### src/rtl/bcd_pkg.sv
// Shared types and constants for the sequential binary-to-BCD converter.
// gray2bin is only referenced when GRAY_INPUT_EN is defined.
package bcd_pkg;

  typedef enum logic [1:0] {
    IDLE,
    SHIFT,
    DONE
  } bcd_state_t;

  localparam logic [3:0] BCD_ADJ_THRESH = 4'd5;
  localparam logic [3:0] BCD_ADJ_ADD    = 4'd3;

  // Each binary bit is the XOR of all Gray bits at or above it.
  // Zero-extended upper bits leave the low bits of the result unaffected.
  function automatic logic [63:0] gray2bin(input logic [63:0] g);
    logic [63:0] b;
    b = g;
    for (int i = 1; i < 64; i++) begin
      b = b ^ (g >> i);
    end
    return b;
  endfunction

endpackage

### src/rtl/module_bcd_digit_adj.sv
// Combinational double-dabble digit correction: add 3 when the digit is 5 or more.
module module_bcd_digit_adj
  import bcd_pkg::*;
(
  input  logic [3:0] digit_i,
  output logic [3:0] digit_o
);

  // 4-bit wrap is intentional: a valid digit never exceeds 9, so 9+3 fits.
  assign digit_o = (digit_i >= BCD_ADJ_THRESH) ? digit_i + BCD_ADJ_ADD : digit_i;

endmodule

### src/rtl/module_bcd_converter.sv
// Sequential binary-to-BCD converter (shift-and-add-3), one word per transaction.
// Define GRAY_INPUT_EN to treat in_data as Gray code, decoded at capture.
module module_bcd_converter
  import bcd_pkg::*;
#(
  parameter int WIDTH  = 8,
  parameter int DIGITS = 3
) (
  input  logic                clk,
  input  logic                rst,
  input  logic                in_valid,
  output logic                in_ready,
  input  logic [WIDTH-1:0]    in_data,
  output logic                out_valid,
  input  logic                out_ready,
  output logic [4*DIGITS-1:0] out_bcd,
  output logic                out_ovf
);

  localparam int CNT_W = $clog2(WIDTH + 1);
  localparam int BCD_W = 4 * DIGITS;

  bcd_state_t       state_q,   state_d;
  logic [WIDTH-1:0] bin_q,     bin_d;
  logic [BCD_W-1:0] bcd_q,     bcd_d;
  logic             ovf_q,     ovf_d;
  logic [CNT_W-1:0] cnt_q,     cnt_d;
  logic [BCD_W-1:0] out_bcd_q, out_bcd_d;
  logic             out_ovf_q, out_ovf_d;

  logic [BCD_W-1:0] bcd_adj;
  logic [WIDTH-1:0] capture_val;

  for (genvar g = 0; g < DIGITS; g++) begin : g_digit
    module_bcd_digit_adj u_adj (
      .digit_i (bcd_q[4*g +: 4]),
      .digit_o (bcd_adj[4*g +: 4])
    );
  end

`ifdef GRAY_INPUT_EN
  assign capture_val = WIDTH'(gray2bin(64'(in_data)));
`else
  assign capture_val = in_data;
`endif

  always_comb begin
    // NOTE: every output of this block gets a default first, so no path can infer a latch.
    state_d   = state_q;
    bin_d     = bin_q;
    bcd_d     = bcd_q;
    ovf_d     = ovf_q;
    cnt_d     = cnt_q;
    out_bcd_d = out_bcd_q;
    out_ovf_d = out_ovf_q;
    in_ready  = 1'b0;
    out_valid = 1'b0;

    unique case (state_q)
      IDLE: begin
        in_ready = 1'b1;
        if (in_valid) begin
          bin_d   = capture_val;
          bcd_d   = '0;
          ovf_d   = 1'b0;
          cnt_d   = '0;
          state_d = SHIFT;
        end
      end
      SHIFT: begin
        // The bit shifted out of the top digit can only be 1 if the value no longer fits.
        {bcd_d, bin_d} = {bcd_adj[BCD_W-2:0], bin_q, 1'b0};
        ovf_d          = ovf_q | bcd_adj[BCD_W-1];
        cnt_d          = cnt_q + 1'b1;
        if (cnt_q == CNT_W'(WIDTH - 1)) begin
          out_bcd_d = {bcd_adj[BCD_W-2:0], bin_q[WIDTH-1]};
          out_ovf_d = ovf_q | bcd_adj[BCD_W-1];
          state_d   = DONE;
        end
      end
      DONE: begin
        out_valid = 1'b1;
        if (out_ready) state_d = IDLE;
      end
      default: state_d = IDLE;
    endcase
  end

  // NOTE: state registers use non-blocking assignments so every flop samples pre-edge values.
  always_ff @(posedge clk or posedge rst) begin
    if (rst) begin
      state_q   <= IDLE;
      bin_q     <= '0;
      bcd_q     <= '0;
      ovf_q     <= 1'b0;
      cnt_q     <= '0;
      out_bcd_q <= '0;
      out_ovf_q <= 1'b0;
    end else begin
      state_q   <= state_d;
      bin_q     <= bin_d;
      bcd_q     <= bcd_d;
      ovf_q     <= ovf_d;
      cnt_q     <= cnt_d;
      out_bcd_q <= out_bcd_d;
      out_ovf_q <= out_ovf_d;
    end
  end

  assign out_bcd = out_bcd_q;
  assign out_ovf = out_ovf_q;

endmodule
### config.mk
export PLATFORM = sky130hd
export DESIGN_NAME = module_bcd_converter
export DESIGN_NICKNAME = d
export VERILOG_FILES = /design/src/rtl/bcd_pkg.sv /design/src/rtl/module_bcd_digit_adj.sv /design/src/rtl/module_bcd_converter.sv
export SDC_FILE = /design/constraint.sdc
export NUM_CORES = 1
export LEC_CHECK = 0
export ABC_AREA = 1
export BUFFER_PORTS_ARGS = -buffer_cell sky130_fd_sc_hd__buf_2
export CAP_MARGIN = 20
export CORE_MARGIN = 2
export CORE_UTILIZATION = 35
export CTS_BUF_LIST = sky130_fd_sc_hd__clkbuf_4 sky130_fd_sc_hd__clkbuf_8
export DETAILED_ROUTE_END_ITERATION = 6
export PLACE_DENSITY = 0.64
export SLEW_MARGIN = 10
export SYNTH_ARGS = -nofsm -noshare
export SYNTH_HDL_FRONTEND = slang
export SYNTH_SLANG_ARGS = --single-unit
### constraint.sdc
create_clock -name clk -period 4 [get_ports clk]
set_input_delay 0.4 -clock clk [delete_from_list [all_inputs] [get_ports clk]]
set_output_delay 0.4 -clock clk [all_outputs]
set_load 0.05 [all_outputs]
; ---- Word-level counts from Yosys, hierarchy flattened
; Index checks and enable logic that the tools add are counted.
[classes]
n_eq_ne = 6
n_lt_le_gt_ge = 3
addsub = 4
muxes = 17
reduce_logical = 5
bitwise_logic = 1
[ops]
columns = operator, count
row1 = one-hot mux 12 bit (2 select lines), 1
row2 = two-way mux 4 bit, 4
row3 = one-hot mux 8 bit (2 select lines), 1
row4 = "adder 4 x 2 -> 4 bit, second input constant", 3
row5 = "greater-or-equal comparator 4 x 3 -> 1 bit, second input constant", 3
row6 = two-way mux 12 bit, 1
row7 = two-way mux 8 bit, 1
row8 = one-hot mux 4 bit (2 select lines), 1
row9 = two-way mux 2 bit, 3
row10 = "inequality test 2 bit, second input constant", 3
row11 = one-hot mux 2 bit (3 select lines), 1
row12 = "adder 4 x 1 -> 4 bit, second input constant", 1
row13 = "equality test 4 x 3 -> 1 bit, second input constant", 1
row14 = AND reduction 2 bit, 2
row15 = two-way mux 1 bit, 3
row16 = AND reduction 3 bit, 1
row17 = "equality test 2 x 1 -> 1 bit, second input constant", 1
row18 = "equality test 2 bit, second input constant", 1
row19 = logical NOT 2 bit, 1
row20 = one-hot mux 1 bit (2 select lines), 1
row21 = nonzero test 2 bit, 1
row22 = OR 1 bit, 1
[word_totals]
ff_bits = 40
input_bits = 12

; ---- Depth between registers and ports, before layout
; Gate-level depths: netlist (run 1).
[logic_depth]
ltp_word = 4
mapped_depth = 10
ltp_nobuf = 10

; ---- Modules after synthesis
; From an unflattened synthesis (run 1), not the netlist that was laid out.
[hier_totals]
hier_cells = 259
hier_area_um2 = 2099.5
[by_module_without_submodules]
columns = module, seq_area_each_um2, area_each_um2, instances, cells_each
row1 = module_bcd_converter, 1001.0, 1694.1, 1, 190
row2 = module_bcd_digit_adj, 0.0, 135.1, 3, 23

; ---- Worst setup path before layout (run 1)
; OpenSTA, ideal clock, no wires.
[synth_path]
path_kind = register to output
start = reg state_q[0]
end = out in_ready
setup_slack_ps = 2323
path_stages_with_launch = 2
t_required_ps = 3600
path_buffers = 0
arrival_time_ps = 1277
cell_sequence = dfrtp_1 -> nor2_1
[synth_between]
elab_chain_cells = 2
[synth_lines]
columns = element, line_no
row1 = "start, declared", module_bcd_converter.sv:23  ; bcd_state_t state_q, state_d;
row2 = "start signal, assigned", module_bcd_converter.sv:100  ; state_q <= state_d;
row3 = logical NOT 2 bit, module_bcd_converter.sv:59  ; unique case (state_q)
row4 = two-way mux 1 bit, module_bcd_converter.sv:59
row5 = "end, declared", module_bcd_converter.sv:12  ; output logic in_ready,
; Every way passes these cells.

; ---- Final worst setup path (run 1)
; Same ends and word-level chain as after synthesis.

==> results of run 1 <==
-- registers in the layout, summed over array words and instances, names as in the netlist --
register  cells
bcd_q        12
out_bcd      12
bin_q         8
cnt_q         4
state_q       2
out_ovf       1
ovf_q         1
-- power breakdown --
part	internal [mW]	switching [mW]	total [mW]
sequential	0.574	0.115	0.689
clock	0.192	0.141	0.333
combinational	0.265	0.650	0.915
total	1.03	0.905	1.94
-- worst max-delay path by stage --
stage | endpoint | slack, ns | cells past startpoint
5_1_grt | in_ready | 2.02 | 2
2_1_floorplan | in_ready | 2.32 | 1
3_3_place_gp | in_ready | 2.48 | 2
4_1_cts | in_ready | 2.11 | 2
6_report | in_ready | 2.12 | 2
3_5_place_dp | in_ready | 2.44 | 2
-- logic make-up (layout without fill, tap and decap cells) --
family / Yosys count / in the layout / synth area share (%)
and+or+nand+nor: 114 / 114 / 25.70
DFF: 40 / 40 / 51.78
AOI/OAI and AO/OA: 34 / 34 / 10.16
buffers and inverters: 30 / 60 / 7.379
adders and majority gates: 7 / 7 / 4.531
xor gates and xnor gates: 1 / 1 / 0.4532
-- routing by layer --
| layer | GRT usage [%] | vias to the layer above | part of all wire [%] |
|---|---|---|---|
| li1 | - | 799 | - |
| met1 | 20.63 | 692 | 50 |
| met2 | 21.64 | 33 | 44 |
| met3 | 3.563 | 4 | 4.9 |
| met4 | 4.211 | 0 | 1.4 |
| met5 | 0 | - | 0 |
-- stage by stage --
stage	instance area [um^2]	setup slack (ns)	util [%]	hold WS [ns]
floorplan	1933	2.323	-	0.4524
global placement	2115	2.479	39.12	0.4624
detailed placement	2115	2.444	39.12	0.4603
CTS	2226	2.112	41.18	0.2317
global route	2226	2.024	41.18	0.2557
finish	2226	2.121	41.18	0.2137
-- cell type report --
| class | count | area share, % |
|---|---|---|
| inverter | 25 | 4.328 |
| timing repair buffer | 27 | 6.183 |
| tap | 72 | 4.047 |
| sequential | 40 | 44.97 |
| clock buffer | 6 | 3.429 |
| multi-input combinational | 156 | 35.47 |
| clock inverter | 2 | 1.574 |
-- placed cells by master (no fill, tap or decap), drive strengths merged --
master	n
bufinv	1
nand3	37
o221ai	1
ha	7
a21oi	5
o22ai	5
o21ai	17
xor2	1
nor2	5
buf	27
a22o	1
dfrtp	40
nand2	72
o31ai	1
o211ai	4
clkbuf	6
clkinv	1
inv	25
-- worst max-delay path, stage by stage (launching register included) --
cell	delay (ns)
sky130_fd_sc_hd__dfrtp_1	0.42
sky130_fd_sc_hd__nor2_1	0.41
sky130_fd_sc_hd__buf_2	0.36
==> report_table.html, run 1 <==
<table>
<tr><th>Metric</th><th>Value</th></tr>
<tr><th colspan="2">Synthesis</th></tr>
<tr><td>Dominant synthesized flop cell</td><td>sky130_fd_sc_hd__dfrtp_1</td></tr>
<tr><td>Top cells by area in the synthesized netlist</td><td>sky130_fd_sc_hd__dfrtp_1 (52%), sky130_fd_sc_hd__nand2_1 (14%), sky130_fd_sc_hd__nand3_1 (9.3%)</td></tr>
<tr><td>Leading post-synthesis cells by instance count</td><td>sky130_fd_sc_hd__nand2_1 (70), sky130_fd_sc_hd__dfrtp_1 (40), sky130_fd_sc_hd__nand3_1 (36), sky130_fd_sc_hd__inv_1 (21), sky130_fd_sc_hd__o21ai_0 (17)</td></tr>
<tr><td>Share of synthesized flip-flops with an asynchronous set or reset</td><td>100.0%</td></tr>
<tr><td>Sequential cell area fraction in the yosys report</td><td>between 50% and 60%</td></tr>
<tr><td>Most repeated cell in the gate-level netlist after synthesis</td><td>sky130_fd_sc_hd__nand2_1</td></tr>
<tr><td>Post-synthesis instance total</td><td>roughly 230</td></tr>
<tr><td>Net count of the mapped netlist</td><td>around 250</td></tr>
<tr><td>Share of the synthesized area in the top cell type</td><td>51.78%</td></tr>
<tr><td>Unique masters post-synth</td><td>23</td></tr>
<tr><td>Count of flip-flops with a built-in enable after synthesis</td><td>0</td></tr>
<tr><td>Top cell type by total area after synthesis</td><td>sky130_fd_sc_hd__dfrtp_1</td></tr>
<tr><td>Cell area after synthesis</td><td>about 1900 um^2</td></tr>
<tr><td>Number of storage elements in the synthesis netlist</td><td>40</td></tr>
<tr><td>Synthesis warning total</td><td>0</td></tr>
<tr><td>Post-Syn Area per Cell</td><td>8.554 um^2</td></tr>
<tr><th colspan="2">Clock network</th></tr>
<tr><td>TritonCTS clock tree</td><td>built</td></tr>
<tr><td>Worst-Skew Late Latency</td><td>~0.29 ns</td></tr>
<tr><td>Number of CTS-inserted buffers</td><td>5</td></tr>
<tr><td>Clock root buffer</td><td>sky130_fd_sc_hd__clkbuf_8</td></tr>
<tr><td>CTS clock-pin slew for the worst setup and hold paths</td><td>around 0.08 ns</td></tr>
<tr><td>Clock buffer depth</td><td>2</td></tr>
<tr><td>Htree depth</td><td>2</td></tr>
<tr><td>Quantity of gates resized following cts</td><td>0</td></tr>
<tr><td>Number of hold buffers added after CTS</td><td>0</td></tr>
<tr><td>Count of clock tree sinks</td><td>40</td></tr>
<tr><td>Number of setup buffers added after CTS</td><td>0</td></tr>
<tr><th colspan="2">STA</th></tr>
<tr><td>Final hold violation count</td><td>0</td></tr>
<tr><td>Min Clock Period, post-route</td><td>around 1.9 ns</td></tr>
<tr><td>Least-Margin Pin Slew</td><td>a little over 0.5 ns</td></tr>
<tr><td>RSZ-0062 raised after global routing</td><td>false</td></tr>
<tr><td>Worst slew margin</td><td>66.42%</td></tr>
<tr><td>Clock tree skew after final layout</td><td>approximately 0.0047 ns</td></tr>
<tr><td>Slew Limit Fails</td><td>0</td></tr>
<tr><td>Period utilisation layout</td><td>46.96%</td></tr>
<tr><td>Setup-failing EPs final</td><td>0</td></tr>
<tr><td>Sum of negative setup slack</td><td>0 ns</td></tr>
<tr><td>Highest attainable clock frequency</td><td>532.3 MHz</td></tr>
<tr><th colspan="2">Finish</th></tr>
<tr><td>Fill cell count</td><td>roughly 580</td></tr>
<tr><td>Area used by multi-input combinational logic</td><td>between 700 and 800 um^2</td></tr>
<tr><td>Total area of sequential cells</td><td>~1000 um^2</td></tr>
<tr><td>P&amp;R area growth vs syn</td><td>15.15%</td></tr>
<tr><td>Fraction of layout instances using a drive strength above 1</td><td>between 15 and 20%</td></tr>
<tr><td>Net count of the finished layout</td><td>about 270</td></tr>
<tr><td>Non-Filler Instances</td><td>328</td></tr>
<tr><td>Antenna diodes</td><td>0</td></tr>
<tr><th colspan="2">Worst hold path</th></tr>
<tr><td>Tightest Hold Check Type</td><td>in -&gt; async</td></tr>
<tr><th colspan="2">Place</th></tr>
<tr><td>Port-buffer cells</td><td>26</td></tr>
<tr><td>Cell count after placement</td><td>320</td></tr>
<tr><td>Detailed placer's ending HPWL</td><td>2655 um</td></tr>
<tr><td>GP Congestion</td><td>0.7752</td></tr>
<tr><th colspan="2">Critical path</th></tr>
<tr><td>Worst R2R Setup Slack</td><td>between 2 and 2.5 ns</td></tr>
<tr><td>Arrival time reported for the critical path endpoint</td><td>~1.5 ns</td></tr>
<tr><td>Number of cell instances on the worst register-to-register path</td><td>8</td></tr>
<tr><td>Startpoint types</td><td>register</td></tr>
<tr><td>CP Data Required Time</td><td>about 3.6 ns</td></tr>
<tr><td>Kind of critical path</td><td>reg -&gt; out</td></tr>
<tr><td>Reg-to-reg critical path endpoint</td><td>out_bcd[1]$_DFFE_PP0P_</td></tr>
<tr><td>Worst flop-to-flop path startpoint</td><td>bcd_q[0]$_DFFE_PP0P_</td></tr>
<tr><td>Worst setup path start</td><td>state_q[0]$_DFFE_PP0P_</td></tr>
<tr><td>Category of the worst setup path capture point</td><td>output pin</td></tr>
<tr><td>Maximum fanout along the worst path</td><td>9</td></tr>
<tr><th colspan="2">GRT</th></tr>
<tr><td>First-pass GRT wire length</td><td>between 6000 and 7000 um</td></tr>
<tr><td>Largest net degree at the start of global routing</td><td>41</td></tr>
<tr><td>Via count of the first global-routing pass</td><td>around 1500</td></tr>
<tr><td>Total GRT Usage</td><td>between 10% and 20%</td></tr>
<tr><td>Number of antenna violations at the first check in global routing</td><td>0</td></tr>
<tr><td>GRT Residual Overflow</td><td>0</td></tr>
<tr><th colspan="2">Drt</th></tr>
<tr><td>Post-DR vias/cell</td><td>4.659</td></tr>
<tr><td>Detailed-route wire length</td><td>approximately 4000 um</td></tr>
<tr><td>Detailed Route Iter0 Violations</td><td>between 80 and 90</td></tr>
<tr><td>Number of design rule violations left after detail routing</td><td>0</td></tr>
<tr><td>Total via count after detailed routing</td><td>~1500</td></tr>
<tr><td>Detailed Routing Iterations Pass 1</td><td>4</td></tr>
<tr><td>Count of nets left with antenna violations after detail routing</td><td>0</td></tr>
<tr><td>Routed wirelength normalized by instance count</td><td>11.99 um</td></tr>
<tr><th colspan="2">Power</th></tr>
<tr><td>Leakage component of the power</td><td>~1.2 nW</td></tr>
<tr><td>Total Power Consumption</td><td>approximately 1.9 mW</td></tr>
<tr><td>Max VDD drop</td><td>around 0.35 mV</td></tr>
<tr><td>Power per unit of standard cell area</td><td>roughly 870 nW/um^2</td></tr>
<tr><th colspan="2">Floorplanning</th></tr>
<tr><td>Num ports</td><td>27</td></tr>
<tr><td>Core region area</td><td>5405 um^2</td></tr>
<tr><td>Starting density of the core</td><td>between 30% and 40%</td></tr>
<tr><td>Die footprint</td><td>roughly 6000 um^2</td></tr>
<tr><td>Height of the die</td><td>78.32 um</td></tr>
<tr><td>Horizontal die dimension</td><td>78.32 um</td></tr>
<tr><td>Std cell rows</td><td>27</td></tr>
<tr><th colspan="2">Outcome</th></tr>
<tr><td>Result of the run</td><td>completed</td></tr>
<tr><th colspan="2">Job</th></tr>
<tr><td>Max-cap violations</td><td>0</td></tr>
</table>
(Power assumes the default switching activity.)
==> run 2, diff against run 1 <==
PLACE_DENSITY = 0.66   (was 0.64)
clock period = 1.6 ns   (was 4 ns; I/O delays follow)
==> report_table.html, run 2 (synthesis results as in run 1) <==
<table>
<tr><th>Metric</th><th>Value</th></tr>
<tr><th colspan="2">GRT</th></tr>
<tr><td>GRT Residual Overflow</td><td>0 (unchanged)</td></tr>
<tr><td>First-pass GRT wire length</td><td>6872 um (-1.8%)</td></tr>
<tr><td>Via count of the first global-routing pass</td><td>1520 (+2.7%)</td></tr>
<tr><td>Largest net degree at the start of global routing</td><td>41 (unchanged)</td></tr>
<tr><td>Number of antenna violations at the first check in global routing</td><td>0 (unchanged)</td></tr>
<tr><td>Total GRT Usage</td><td>14.15% (-0.26 points)</td></tr>
<tr><th colspan="2">Finish</th></tr>
<tr><td>Fraction of layout instances using a drive strength above 1</td><td>17.76% (+0.96 points)</td></tr>
<tr><td>Most common cell after layout, fill and taps aside</td><td>sky130_fd_sc_hd__nand2_1</td></tr>
<tr><td>Leading cell types in the layout, fill and taps excluded</td><td>sky130_fd_sc_hd__nand2_1 (70), sky130_fd_sc_hd__dfrtp_1 (40), sky130_fd_sc_hd__nand3_1 (36)</td></tr>
<tr><td>P&amp;R area growth vs syn</td><td>15.86%</td></tr>
<tr><td>Net count of the finished layout</td><td>277 (+1.1%)</td></tr>
<tr><td>Antenna diodes</td><td>0 (unchanged)</td></tr>
<tr><th colspan="2">Critical path</th></tr>
<tr><td>Cell type of the slowest stage on the worst timing path</td><td>sky130_fd_sc_hd__dfrtp_1</td></tr>
<tr><td>CP cell instances</td><td>inv_1 -&gt; ha_1 -&gt; inv_1 -&gt; o21ai_1 -&gt; nand2_1 -&gt; nand2_1 -&gt; nand3_1 -&gt; nand2_1</td></tr>
<tr><td>Maximum fanout along the worst path</td><td>6 (-3)</td></tr>
<tr><td>Worst flop-to-flop path startpoint</td><td>bcd_q[4]$_DFFE_PP0P_</td></tr>
<tr><td>Worst path most repeated cell</td><td>sky130_fd_sc_hd__nand2_1</td></tr>
<tr><td>Worst R2R Setup Slack</td><td>0.15 ns (-2.34 ns)</td></tr>
<tr><td>Highest cell delay on the worst timing path</td><td>0.44 ns (+0.02 ns)</td></tr>
<tr><td>Number of cell instances on the worst register-to-register path</td><td>8 (unchanged)</td></tr>
<tr><td>Reg-to-reg critical path endpoint</td><td>bcd_q[5]$_DFFE_PP0P_</td></tr>
<tr><td>Category of the worst setup path capture point</td><td>register</td></tr>
<tr><td>Kind of critical path</td><td>reg -&gt; reg</td></tr>
<tr><td>Startpoint types</td><td>register</td></tr>
<tr><td>Arrival time reported for the critical path endpoint</td><td>1.68 ns (+0.20 ns)</td></tr>
<tr><td>CP Data Required Time</td><td>1.83 ns (-1.77 ns)</td></tr>
<tr><th colspan="2">Power</th></tr>
<tr><td>Register share of total power</td><td>36.0% (+0.4 points)</td></tr>
<tr><td>Comb power frac</td><td>48.7% (+1.5 points)</td></tr>
<tr><td>Power per unit of standard cell area</td><td>2144 nW/um^2 (+150%)</td></tr>
<tr><td>Total Power Consumption</td><td>4.803 mW (+150%)</td></tr>
<tr><td>Leakage component of the power</td><td>1.176 nW (+0.34%)</td></tr>
<tr><td>Max VDD drop</td><td>0.9808 mV (+180%)</td></tr>
<tr><td>Switching Power</td><td>2.307 mW (+150%)</td></tr>
<tr><td>Share of total power consumed by net switching</td><td>48.02% (+1.3 points)</td></tr>
<tr><td>Internal Dissipation</td><td>2.496 mW (+140%)</td></tr>
<tr><td>Clock share of power</td><td>15.3% (-1.9 points)</td></tr>
<tr><th colspan="2">Clock network</th></tr>
<tr><td>TritonCTS clock tree</td><td>built</td></tr>
<tr><td>CTS clock-pin slew for the worst setup and hold paths</td><td>0.08 ns (about the same)</td></tr>
<tr><td>Clock buffer depth</td><td>2 (unchanged)</td></tr>
<tr><td>Count of clock tree sinks</td><td>40 (unchanged)</td></tr>
<tr><td>Htree depth</td><td>2 (unchanged)</td></tr>
<tr><td>Clock root buffer</td><td>sky130_fd_sc_hd__clkbuf_8</td></tr>
<tr><td>Number of setup buffers added after CTS</td><td>0 (unchanged)</td></tr>
<tr><td>Number of CTS-inserted buffers</td><td>5 (unchanged)</td></tr>
<tr><td>Worst-Skew Late Latency</td><td>0.30 ns (about the same)</td></tr>
<tr><th colspan="2">Drt</th></tr>
<tr><td>Top sig layer</td><td>met4</td></tr>
<tr><td>Met3 Wirelength</td><td>145 um (-24%)</td></tr>
<tr><td>Detailed Routing Iterations Pass 1</td><td>4 (unchanged)</td></tr>
<tr><td>Met2 layer wire length in the routed design</td><td>1870 um (+7.9%)</td></tr>
<tr><td>Detailed-route wire length</td><td>3978 um (+1.1%)</td></tr>
<tr><td>Post-DR vias/cell</td><td>4.779 (+2.6%)</td></tr>
<tr><td>Total via count after detailed routing</td><td>1582 (+3.5%)</td></tr>
<tr><td>Count of nets left with antenna violations after detail routing</td><td>0 (unchanged)</td></tr>
<tr><td>Sum of routed wire segments on met1</td><td>1891 um (-3.1%)</td></tr>
<tr><td>Number of design rule violations left after detail routing</td><td>0 (unchanged)</td></tr>
<tr><td>Routed wirelength normalized by instance count</td><td>12.02 um (+0.23%)</td></tr>
<tr><td>Detailed Route Iter0 Violations</td><td>58 (-30%)</td></tr>
<tr><th colspan="2">Worst hold path</th></tr>
<tr><td>Hold wc startpoint</td><td>out_ready</td></tr>
<tr><td>Hold EP</td><td>state_q[1]$_DFFE_PP0P_</td></tr>
<tr><td>Cell count of the worst hold path</td><td>2</td></tr>
<tr><td>Tightest Hold Check Type</td><td>in -&gt; reg</td></tr>
<tr><th colspan="2">Place</th></tr>
<tr><td>Detailed placer's ending HPWL</td><td>2753 um (+3.7%)</td></tr>
<tr><td>Port-buffer cells</td><td>26 (unchanged)</td></tr>
<tr><td>GP Congestion</td><td>0.8237 (+6.3%)</td></tr>
<tr><th colspan="2">STA</th></tr>
<tr><td>Final hold violation count</td><td>0 (unchanged)</td></tr>
<tr><td>Least-Margin Pin Slew</td><td>0.5053 ns (+0.001712 ns)</td></tr>
<tr><td>Hold WS</td><td>0.02882 ns (-0.1849 ns)</td></tr>
<tr><td>Slew Limit Fails</td><td>0 (unchanged)</td></tr>
<tr><td>Period utilisation layout</td><td>approximately nine tenths</td></tr>
<tr><td>Sum of negative setup slack</td><td>0 ns (unchanged)</td></tr>
<tr><td>Min Clock Period, post-route</td><td>~1.4 ns</td></tr>
<tr><td>Clock tree skew after final layout</td><td>0.006397 ns (+0.001661 ns)</td></tr>
<tr><td>RSZ-0062 raised after global routing</td><td>false</td></tr>
<tr><td>Setup-failing EPs final</td><td>0 (unchanged)</td></tr>
<tr><td>Highest attainable clock frequency</td><td>between 600 and 700 MHz</td></tr>
<tr><td>Worst slew margin</td><td>66.31% (-0.11 points)</td></tr>
<tr><th colspan="2">Floorplanning</th></tr>
<tr><td>Horizontal die dimension</td><td>78.32 um (unchanged)</td></tr>
<tr><td>Num ports</td><td>27 (unchanged)</td></tr>
<tr><td>Height of the die</td><td>78.32 um (unchanged)</td></tr>
<tr><td>Std cell rows</td><td>27 (unchanged)</td></tr>
<tr><td>Core region area</td><td>5405 um^2 (unchanged)</td></tr>
<tr><td>Starting density of the core</td><td>35.76% (unchanged)</td></tr>
<tr><td>Die footprint</td><td>6133 um^2 (unchanged)</td></tr>
<tr><th colspan="2">Job</th></tr>
<tr><td>Max-cap violations</td><td>0 (unchanged)</td></tr>
<tr><th colspan="2">Outcome</th></tr>
<tr><td>Result of the run</td><td>completed</td></tr>
</table>
run 2: cell type report:
cell class / instances / area [um^2]
clock buffers: 7 / 90.09
repair buffers: 30 / 162.7
inverters: 25 / 96.34
clock inverters: 1 / 7.507
well taps: 72 / 90.09
fillers: 570 / 3166
multi-input cells: 156 / 792.0
flip-flops and latches: 40 / 1001
run 2: worst max-delay path, delay by kind of cell (launching register included):
kind,cells,cell delay (ns)
AO/OA/AOI/OAI,1,0.20
adder cells (fa/ha/maj),1,0.18
buffers and inverters,2,0.15
flip-flops,1,0.44
AND/OR/NAND/NOR,4,0.42
run 2: worst max-delay path by stage:
stage	start	endpoint	slack (ns)	cells past startpoint
after detailed placement	bcd_q[4]$_DFFE_PP0P_	bcd_q[5]$_DFFE_PP0P_	0.11	8
after floorplan	bcd_q[0]$_DFFE_PP0P_	out_bcd[1]$_DFFE_PP0P_	0.29	8
final	bcd_q[4]$_DFFE_PP0P_	bcd_q[5]$_DFFE_PP0P_	0.15	8
after global routing	bcd_q[4]$_DFFE_PP0P_	bcd_q[5]$_DFFE_PP0P_	0.05	8
after CTS	bcd_q[4]$_DFFE_PP0P_	bcd_q[5]$_DFFE_PP0P_	0.05	8
after global placement	bcd_q[0]$_DFFE_PP0P_	bcd_q[2]$_DFFE_PP0P_	0.16	8
run 2: stage by stage:
stage / utilization (%) / worst slack (ns) / cells / instance area (um^2)
finish: 41.44 / 0.1534 / 331 / 2240
global route: 41.44 / 0.05108 / 331 / 2240
CTS: 41.44 / 0.04617 / 331 / 2240
detailed placement: 39.44 / 0.1058 / 322 / 2132
global placement: 39.44 / 0.1606 / 322 / 2132
floorplan: - / 0.2897 / 226 / 1936
run 2: repair_timing:
| item | in CTS | in global routing |
|---|---|---|
| resized for setup | 0 | 2 |
| endpoints found under the hold margin | 37 | 0 |
| endpoints found under the setup margin | 0 | 9 |
| hold buffers | 1 | 0 |
run 2: routing by layer:
metal | GRT usage, % | vias up
li1 | - | 810
met1 | 17.71 | 727
met2 | 23.36 | 35
met3 | 3.218 | 10
met4 | 6.316 | 0
met5 | 0 | -
run 2: power groups by stage:
stage | Sequential [mW] | Clock (mW) | Combinational, mW
global route | 1.79 | 0.793 | 2.62
detailed placement | 1.74 | 0 | 2.34
global placement | 1.73 | 0 | 2.29
finish | 1.73 | 0.736 | 2.34
CTS | 1.73 | 0.753 | 2.35
floorplan | 2.14 | 0 | 1.44
